===== config.mk =====
export PLATFORM = sky130hd
export DESIGN_NAME = instr_fetch_seq_flat
export DESIGN_NICKNAME = d
export VERILOG_FILES = /design/src/rtl/instr_fetch_seq_if.sv /design/src/rtl/instr_fetch_seq.sv /design/src/flat_wrapper.sv
export SDC_FILE = /design/constraint.sdc
export NUM_CORES = 1
export LEC_CHECK = 0
export ABC_AREA = 0
export CORE_UTILIZATION = 26
export DETAILED_ROUTE_END_ITERATION = 8
export PLACE_DENSITY = 0.5
export SLEW_MARGIN = 20
export SYNTH_ARGS = -nofsm -noshare
export SYNTH_HDL_FRONTEND = slang
export SYNTH_SLANG_ARGS = --single-unit

===== constraint.sdc =====
create_clock -name clk -period 7.35 [get_ports clk]
set_input_delay 1.8375 -clock clk [delete_from_list [all_inputs] [get_ports clk]]
set_output_delay 1.8375 -clock clk [all_outputs]
set_load 0.01 [all_outputs]

===== src/rtl/instr_fetch_seq_if.sv =====
// Sequencer-side bundle: switch/button controls in, instruction word and status out.
interface instr_fetch_seq_if #(
  parameter int AW = 3,
  parameter int IW = 12
);
  logic          load_en;
  logic          step_pulse;
  logic          run;
  logic [IW-1:0] sw_instr;
  logic [IW-1:0] instr;
  logic          exec_pulse;
  logic [AW-1:0] pc;
  logic [AW:0]   prog_len;
  logic          load_full;
  logic          halted;

  modport master (
    output load_en, step_pulse, run, sw_instr,
    input  instr, exec_pulse, pc, prog_len, load_full, halted
  );

  modport slave (
    input  load_en, step_pulse, run, sw_instr,
    output instr, exec_pulse, pc, prog_len, load_full, halted
  );
endinterface


===== src/rtl/instr_fetch_seq.sv =====
// Program sequencer: switch-loaded instruction memory, stepped or free-run, one-cycle exec_pulse per issue.
// LOOP_EN: wrap to pc 0 after the last word instead of halting.
module instr_fetch_seq #(
  parameter int DEPTH   = 8,
  parameter int AW      = 3,
  parameter int IW      = 12,
  parameter int RUN_DIV = 4
) (
  input logic              clk,
  input logic              reset,
  instr_fetch_seq_if.slave bus
);

  localparam int CW = (RUN_DIV > 1) ? $clog2(RUN_DIV) : 1;

  typedef enum logic [1:0] {S_LOAD, S_READY, S_ISSUE, S_HALT} state_t;

  state_t        state, state_nxt;
  logic [IW-1:0] mem [DEPTH];
  logic [AW-1:0] pc, pc_nxt, load_ptr;
  logic [AW:0]   prog_len;
  logic [IW-1:0] instr;
  logic [CW-1:0] run_cnt, run_cnt_nxt;
  logic          enter_load, fetch, wr_en, load_full;
  logic          is_jmp, jmp_ok, last_word, run_tick;
  logic [AW-1:0] jmp_tgt;

  // JMP is consumed by the sequencer and never reaches the datapath.
  assign is_jmp    = (instr[11:9] == 3'b111);
  assign jmp_tgt   = AW'(instr[2:0]);
  assign jmp_ok    = ((AW+1)'(instr[2:0]) < prog_len);
  assign last_word = ({1'b0, pc} == (prog_len - (AW+1)'(1)));
  assign run_tick  = bus.run && (run_cnt == CW'(RUN_DIV - 1));
  assign load_full = (prog_len == (AW+1)'(DEPTH));
  assign wr_en     = (state == S_LOAD) && bus.load_en && bus.step_pulse && !load_full;

  always_ff @(posedge clk) begin
    if (reset) state <= S_HALT;
    else       state <= state_nxt;
  end

  always_comb begin
    state_nxt   = state;
    pc_nxt      = pc;
    run_cnt_nxt = '0;
    enter_load  = 1'b0;
    fetch       = 1'b0;
    case (state)
      S_LOAD: begin
        if (!bus.load_en) begin
          if (prog_len == '0) begin
            state_nxt = S_HALT;
          end else begin
            state_nxt = S_READY;
            pc_nxt    = '0;
            fetch     = 1'b1;
          end
        end
      end
      S_READY: begin
        if (bus.load_en) begin
          state_nxt  = S_LOAD;
          enter_load = 1'b1;
        end else if (bus.step_pulse || run_tick) begin
          state_nxt = S_ISSUE;
        end else if (bus.run) begin
          run_cnt_nxt = run_cnt + CW'(1);
        end
      end
      S_ISSUE: begin
        if (bus.load_en) begin
          state_nxt  = S_LOAD;
          enter_load = 1'b1;
        end else if (is_jmp) begin
          if (jmp_ok) begin
            state_nxt = S_READY;
            pc_nxt    = jmp_tgt;
            fetch     = 1'b1;
          end else begin
            state_nxt = S_HALT;
          end
        end else if (last_word) begin
`ifdef LOOP_EN
          state_nxt = S_READY;
          pc_nxt    = '0;
          fetch     = 1'b1;
`else
          state_nxt = S_HALT;
`endif
        end else begin
          state_nxt = S_READY;
          pc_nxt    = pc + AW'(1);
          fetch     = 1'b1;
        end
      end
      S_HALT: begin
        if (bus.load_en) begin
          state_nxt  = S_LOAD;
          enter_load = 1'b1;
        end else if (bus.step_pulse && (prog_len != '0)) begin
          state_nxt = S_READY;
          pc_nxt    = '0;
          fetch     = 1'b1;
        end
      end
      default: state_nxt = S_HALT;
    endcase
  end

  always_ff @(posedge clk) begin
    if (reset) begin
      pc       <= '0;
      load_ptr <= '0;
      prog_len <= '0;
      instr    <= '0;
      run_cnt  <= '0;
    end else begin
      pc      <= pc_nxt;
      run_cnt <= run_cnt_nxt;
      if (enter_load) begin
        prog_len <= '0;
        load_ptr <= '0;
        instr    <= '0;
      end else if (wr_en) begin
        load_ptr <= load_ptr + AW'(1);
        prog_len <= prog_len + (AW+1)'(1);
      end
      if (fetch) instr <= mem[pc_nxt];
    end
  end

  // Memory is deliberately not reset; a write coinciding with reset is dropped.
  always_ff @(posedge clk) begin
    if (wr_en && !reset) mem[load_ptr] <= bus.sw_instr;
  end

  assign bus.instr      = instr;
  assign bus.pc         = pc;
  assign bus.prog_len   = prog_len;
  assign bus.load_full  = load_full;
  assign bus.halted     = (state == S_HALT);
  assign bus.exec_pulse = (state == S_ISSUE) && !is_jmp;

endmodule


===== src/flat_wrapper.sv =====
// flat-port wrapper written by rule: the top's interface ports become plain ports
module instr_fetch_seq_flat 
#(
  parameter int DEPTH   = 8,
  parameter int AW      = 3,
  parameter int IW      = 12,
  parameter int RUN_DIV = 4
)
  (clk, reset, bus_load_en, bus_step_pulse, bus_run, bus_sw_instr, bus_instr, bus_exec_pulse, bus_pc, bus_prog_len, bus_load_full, bus_halted);
  instr_fetch_seq_if #(.AW(AW), .IW(IW)) bus_i ();
  input logic clk;
  input logic reset;
  input wire logic [$bits(bus_i.load_en)-1:0] bus_load_en;
  input wire logic [$bits(bus_i.step_pulse)-1:0] bus_step_pulse;
  input wire logic [$bits(bus_i.run)-1:0] bus_run;
  input wire logic [$bits(bus_i.sw_instr)-1:0] bus_sw_instr;
  output wire logic [$bits(bus_i.instr)-1:0] bus_instr;
  output wire logic [$bits(bus_i.exec_pulse)-1:0] bus_exec_pulse;
  output wire logic [$bits(bus_i.pc)-1:0] bus_pc;
  output wire logic [$bits(bus_i.prog_len)-1:0] bus_prog_len;
  output wire logic [$bits(bus_i.load_full)-1:0] bus_load_full;
  output wire logic [$bits(bus_i.halted)-1:0] bus_halted;
  assign bus_i.load_en = bus_load_en;
  assign bus_i.step_pulse = bus_step_pulse;
  assign bus_i.run = bus_run;
  assign bus_i.sw_instr = bus_sw_instr;
  assign bus_instr = bus_i.instr;
  assign bus_exec_pulse = bus_i.exec_pulse;
  assign bus_pc = bus_i.pc;
  assign bus_prog_len = bus_i.prog_len;
  assign bus_load_full = bus_i.load_full;
  assign bus_halted = bus_i.halted;
  instr_fetch_seq #(.DEPTH(DEPTH), .AW(AW), .IW(IW), .RUN_DIV(RUN_DIV)) u_core (.clk(clk), .reset(reset), .bus(bus_i));
endmodule

==> flow_summary.ini <==
[floorplan]
rows = 50
dieArea_um2 = 20280
start_util_pct = 26.95
core_um2 = 19020
die_w_um = 142.4
ios = 39
die_y_um = 142.4

[clock_network]
htree_levels = 4
cts_buffers = 17
cts.repair.resized = 0
clkLatencyLatePin_ns = 0.41
cts-root-buf = clkbuf_16
cts_setup_buffers = 0
clock-sinks = 122
cts_buffer_depth = 2
tritoncts = yes
cts.clk_slew.worst_paths_ns = 0.05
cts_hold_buf = 0

[cells_and_area]
antenna_cells = 0
utilization_pct = 33.73
layout-drive-gt1-share_pct = 13.02
final_area_um2 = 6415
layout_common_cells = 96 x edfxtp_1, 48 x mux2i_1, 38 x clkdlybuf4s50_1, 26 x dfxtp_1, 25 x nand2_1
fillers = 1895
layout_commonest_cell = edfxtp_1
fin_nets = 442
area_growth_pct = 25.17

[synth]
async_flop_share_pct = 0
synth-seq-cells = 122
synth_edf_count = 96
ys.flop_type = edfxtp_1
synthesis.nets = 390
yosys_warnings = 0
synth.distinct_cells = 53
synth_seq_area_share_pct = 66.41
avgSynthCellArea_um2 = 14.04
syn_area_um2 = 5125
synth_cells = 365

[power_and_ir_drop]
combPwrFrac_pct = 6.1
p_sw_share_pct = 21.75
internal-power_w = 0.001264
p_clk_share_pct = 47.2
design_power_total_w = 0.001616
vdd_ir_drop_max_v = 0.0001680
p_leak_nw = 2.090
p_switching_w = 0.0003515
power_density_nw_per_um2 = 251.9
p_seq_share_pct = 46.7

[grt]
grt_pass1_wl_um = 18370
grt_overflow = 0
grt_pass1_vias = 3279
grt_max_degree = 50
antenna_found_initial = 0
track_usage_pct = 12.61

[drt]
drt_wl_total_um = 11870
vias_per_cell = 4.578
wl_per_cell_um = 17.20
drt_iter0_drc = 219
num_vias = 3159
ant_nets = 0
drc = 0
dr.pass1.iters = 4

[sta]
tightestPinTransition_ns = 0.8933
hold_viol = 0
finalCritPeriodShare_pct = 60.65
rsz0062_at_grt = false
min_period_ns = 4.458
slew_violations = 0
clock_skew_ns = 0.01230
fin_tns_setup_ns = 0
max_slew_margin_pct = 40.45
setup_viol = 0
fmax_mhz = 224.3

[critical_path]
cp_slowest_stage_delay_ns = 0.64
path_max_fanout = 13
critPathSlowestCell = and2_1
crit_chain = clkdlybuf4s50_1 -> nor3b_1 -> o311ai_0 -> o211ai_1 -> and2_1 -> a21oi_1 -> a32o_1
cp_num_buf_inv = 1
crit_path_start_kind = input port
worstPathRequired_ns = 7.64
cp-end-kind = register
critPathTopFamily = simple AND/OR/NAND/NOR gates
critical_path_class = input port to register
worstPathArrival_ns = 4.75

[placed_design]
dpl.hpwl_um = 7035
place_area_um2 = 5867
numPortBuffers = 38
place_congestion = 0.8162

[status]
status = finished, final reports clean

[min_path]
hold_class = register to register

[job]
cap_viol_max_count = 0
routing by layer:
metal  routed length (µm)  part of all wire [%]  global-route usage [%]  up-vias
li1                     -                     -                       -     1527
met1                 5710                    48                   15.91     1547
met2                 5447                    46                   19.61       74
met3                  502                   4.2                   4.105       11
met4                  210                   1.8                   5.659        0
met5                    0                     0                       0        -
worst paths after layout:
check / startpoint / to / slack, ns / depth (start not counted)
max: bus_load_en / u_core.bus.instr[2]$_SDFFE_PP0P_ / 2.89 / 7
min: u_core.run_cnt[0]$_SDFF_PP0_ / u_core.run_cnt[0]$_SDFF_PP0_ / 0.42 / 1
max reg2reg: u_core.bus.prog_len[0]$_SDFFE_PP0P_ / u_core.bus.instr[2]$_SDFFE_PP0P_ / 3.65 / 11
min reg2reg: u_core.run_cnt[0]$_SDFF_PP0_ / u_core.run_cnt[0]$_SDFF_PP0_ / 0.42 / 1
worst reg2reg max path, delay by kind of cell (launching register included):
family	cells	cell delay [ns]
AO/OA/AOI/OAI	6	1.39
buffers and inverters	2	0.85
flip-flops	1	0.56
multiplexers	1	0.35
adder cells (fa/ha/maj)	1	0.24
XOR/XNOR	1	0.18
Yosys cell counts (2+ instances only):
cell | instances | area share [%]
inv_2 | 3 | 0.22
ha_1 | 8 | 2.0
nor4_1 | 2 | 0.24
nand4_1 | 5 | 0.61
o211ai_1 | 3 | 0.44
buf_6 | 2 | 0.44
dfxtp_1 | 26 | 10
nand2_1 | 25 | 1.8
nor2b_1 | 2 | 0.24
nand3_1 | 2 | 0.20
o211a_1 | 2 | 0.39
nor3b_1 | 2 | 0.29
nor3_1 | 7 | 0.68
a32o_1 | 12 | 2.3
and2_1 | 3 | 0.37
a22oi_1 | 12 | 1.8
xor2_1 | 5 | 0.85
edfxtp_1 | 96 | 56
a211o_1 | 3 | 0.51
o21ai_0 | 2 | 0.20
mux2i_1 | 48 | 9.4
nand3b_1 | 2 | 0.29
buf_2 | 4 | 0.39
inv_1 | 5 | 0.37
a21oi_1 | 18 | 1.8
xnor2_1 | 3 | 0.51
clkbuf_1 | 9 | 0.66
nand2b_1 | 4 | 0.49
nor2_1 | 26 | 1.9
final cells by class:
type / count / area [µm²] / area share, %
Sequential cell: 122 / 3403 / 53.05
Multi-Input combinational cell: 219 / 1648 / 25.69
Timing Repair Buffer: 49 / 462.9 / 7.217
Clock buffer: 20 / 446.7 / 6.963
Tap cell: 260 / 325.3 / 5.071
Clock inverter: 12 / 98.84 / 1.541
Inverter: 8 / 30.03 / 0.4681
flip-flops by register name (all words and copies together) (netlist names):
signal,flops
u_core.bus.prog_len,4
u_core.load_ptr,3
u_core.run_cnt,2
u_core.bus.pc,3
u_core.state,2
u_core.bus.instr,12
u_core.mem,96
through the flow:
step | instances | setup WS [ns] | hold slack [ns]
CTS | 690 | 2.739 | 0.4243
finish | 690 | 2.892 | 0.4179
global placement | 658 | 2.300 | 0.4074
global route | 690 | 2.685 | 0.4388
floorplan | 365 | 3.226 | 0.3983
detailed placement | 658 | 2.319 | 0.4165
power groups by stage:
stage,Sequential (W),Clock [W],Combinational (W)
floorplan,0.000767,0,0.0000625
global placement,0.000769,0,0.0000981
detailed placement,0.000769,0,0.0000992
CTS,0.000755,0.000775,0.0000997
global route,0.000756,0.000804,0.000108
finish,0.000755,0.000762,0.0000984
logic make-up after synthesis:
| kind of cell | synth area share, % |
|---|---|
| DFF | 66.41 |
| and+or+nand+nor | 8.227 |
| AOI/OAI and AO/OA | 10.45 |
| muxes | 9.375 |
| buffers and inverters | 2.222 |
| xor gates and xnor gates | 1.367 |
| adders and majority gates | 1.953 |
Power figures use the tool's default switching activity.
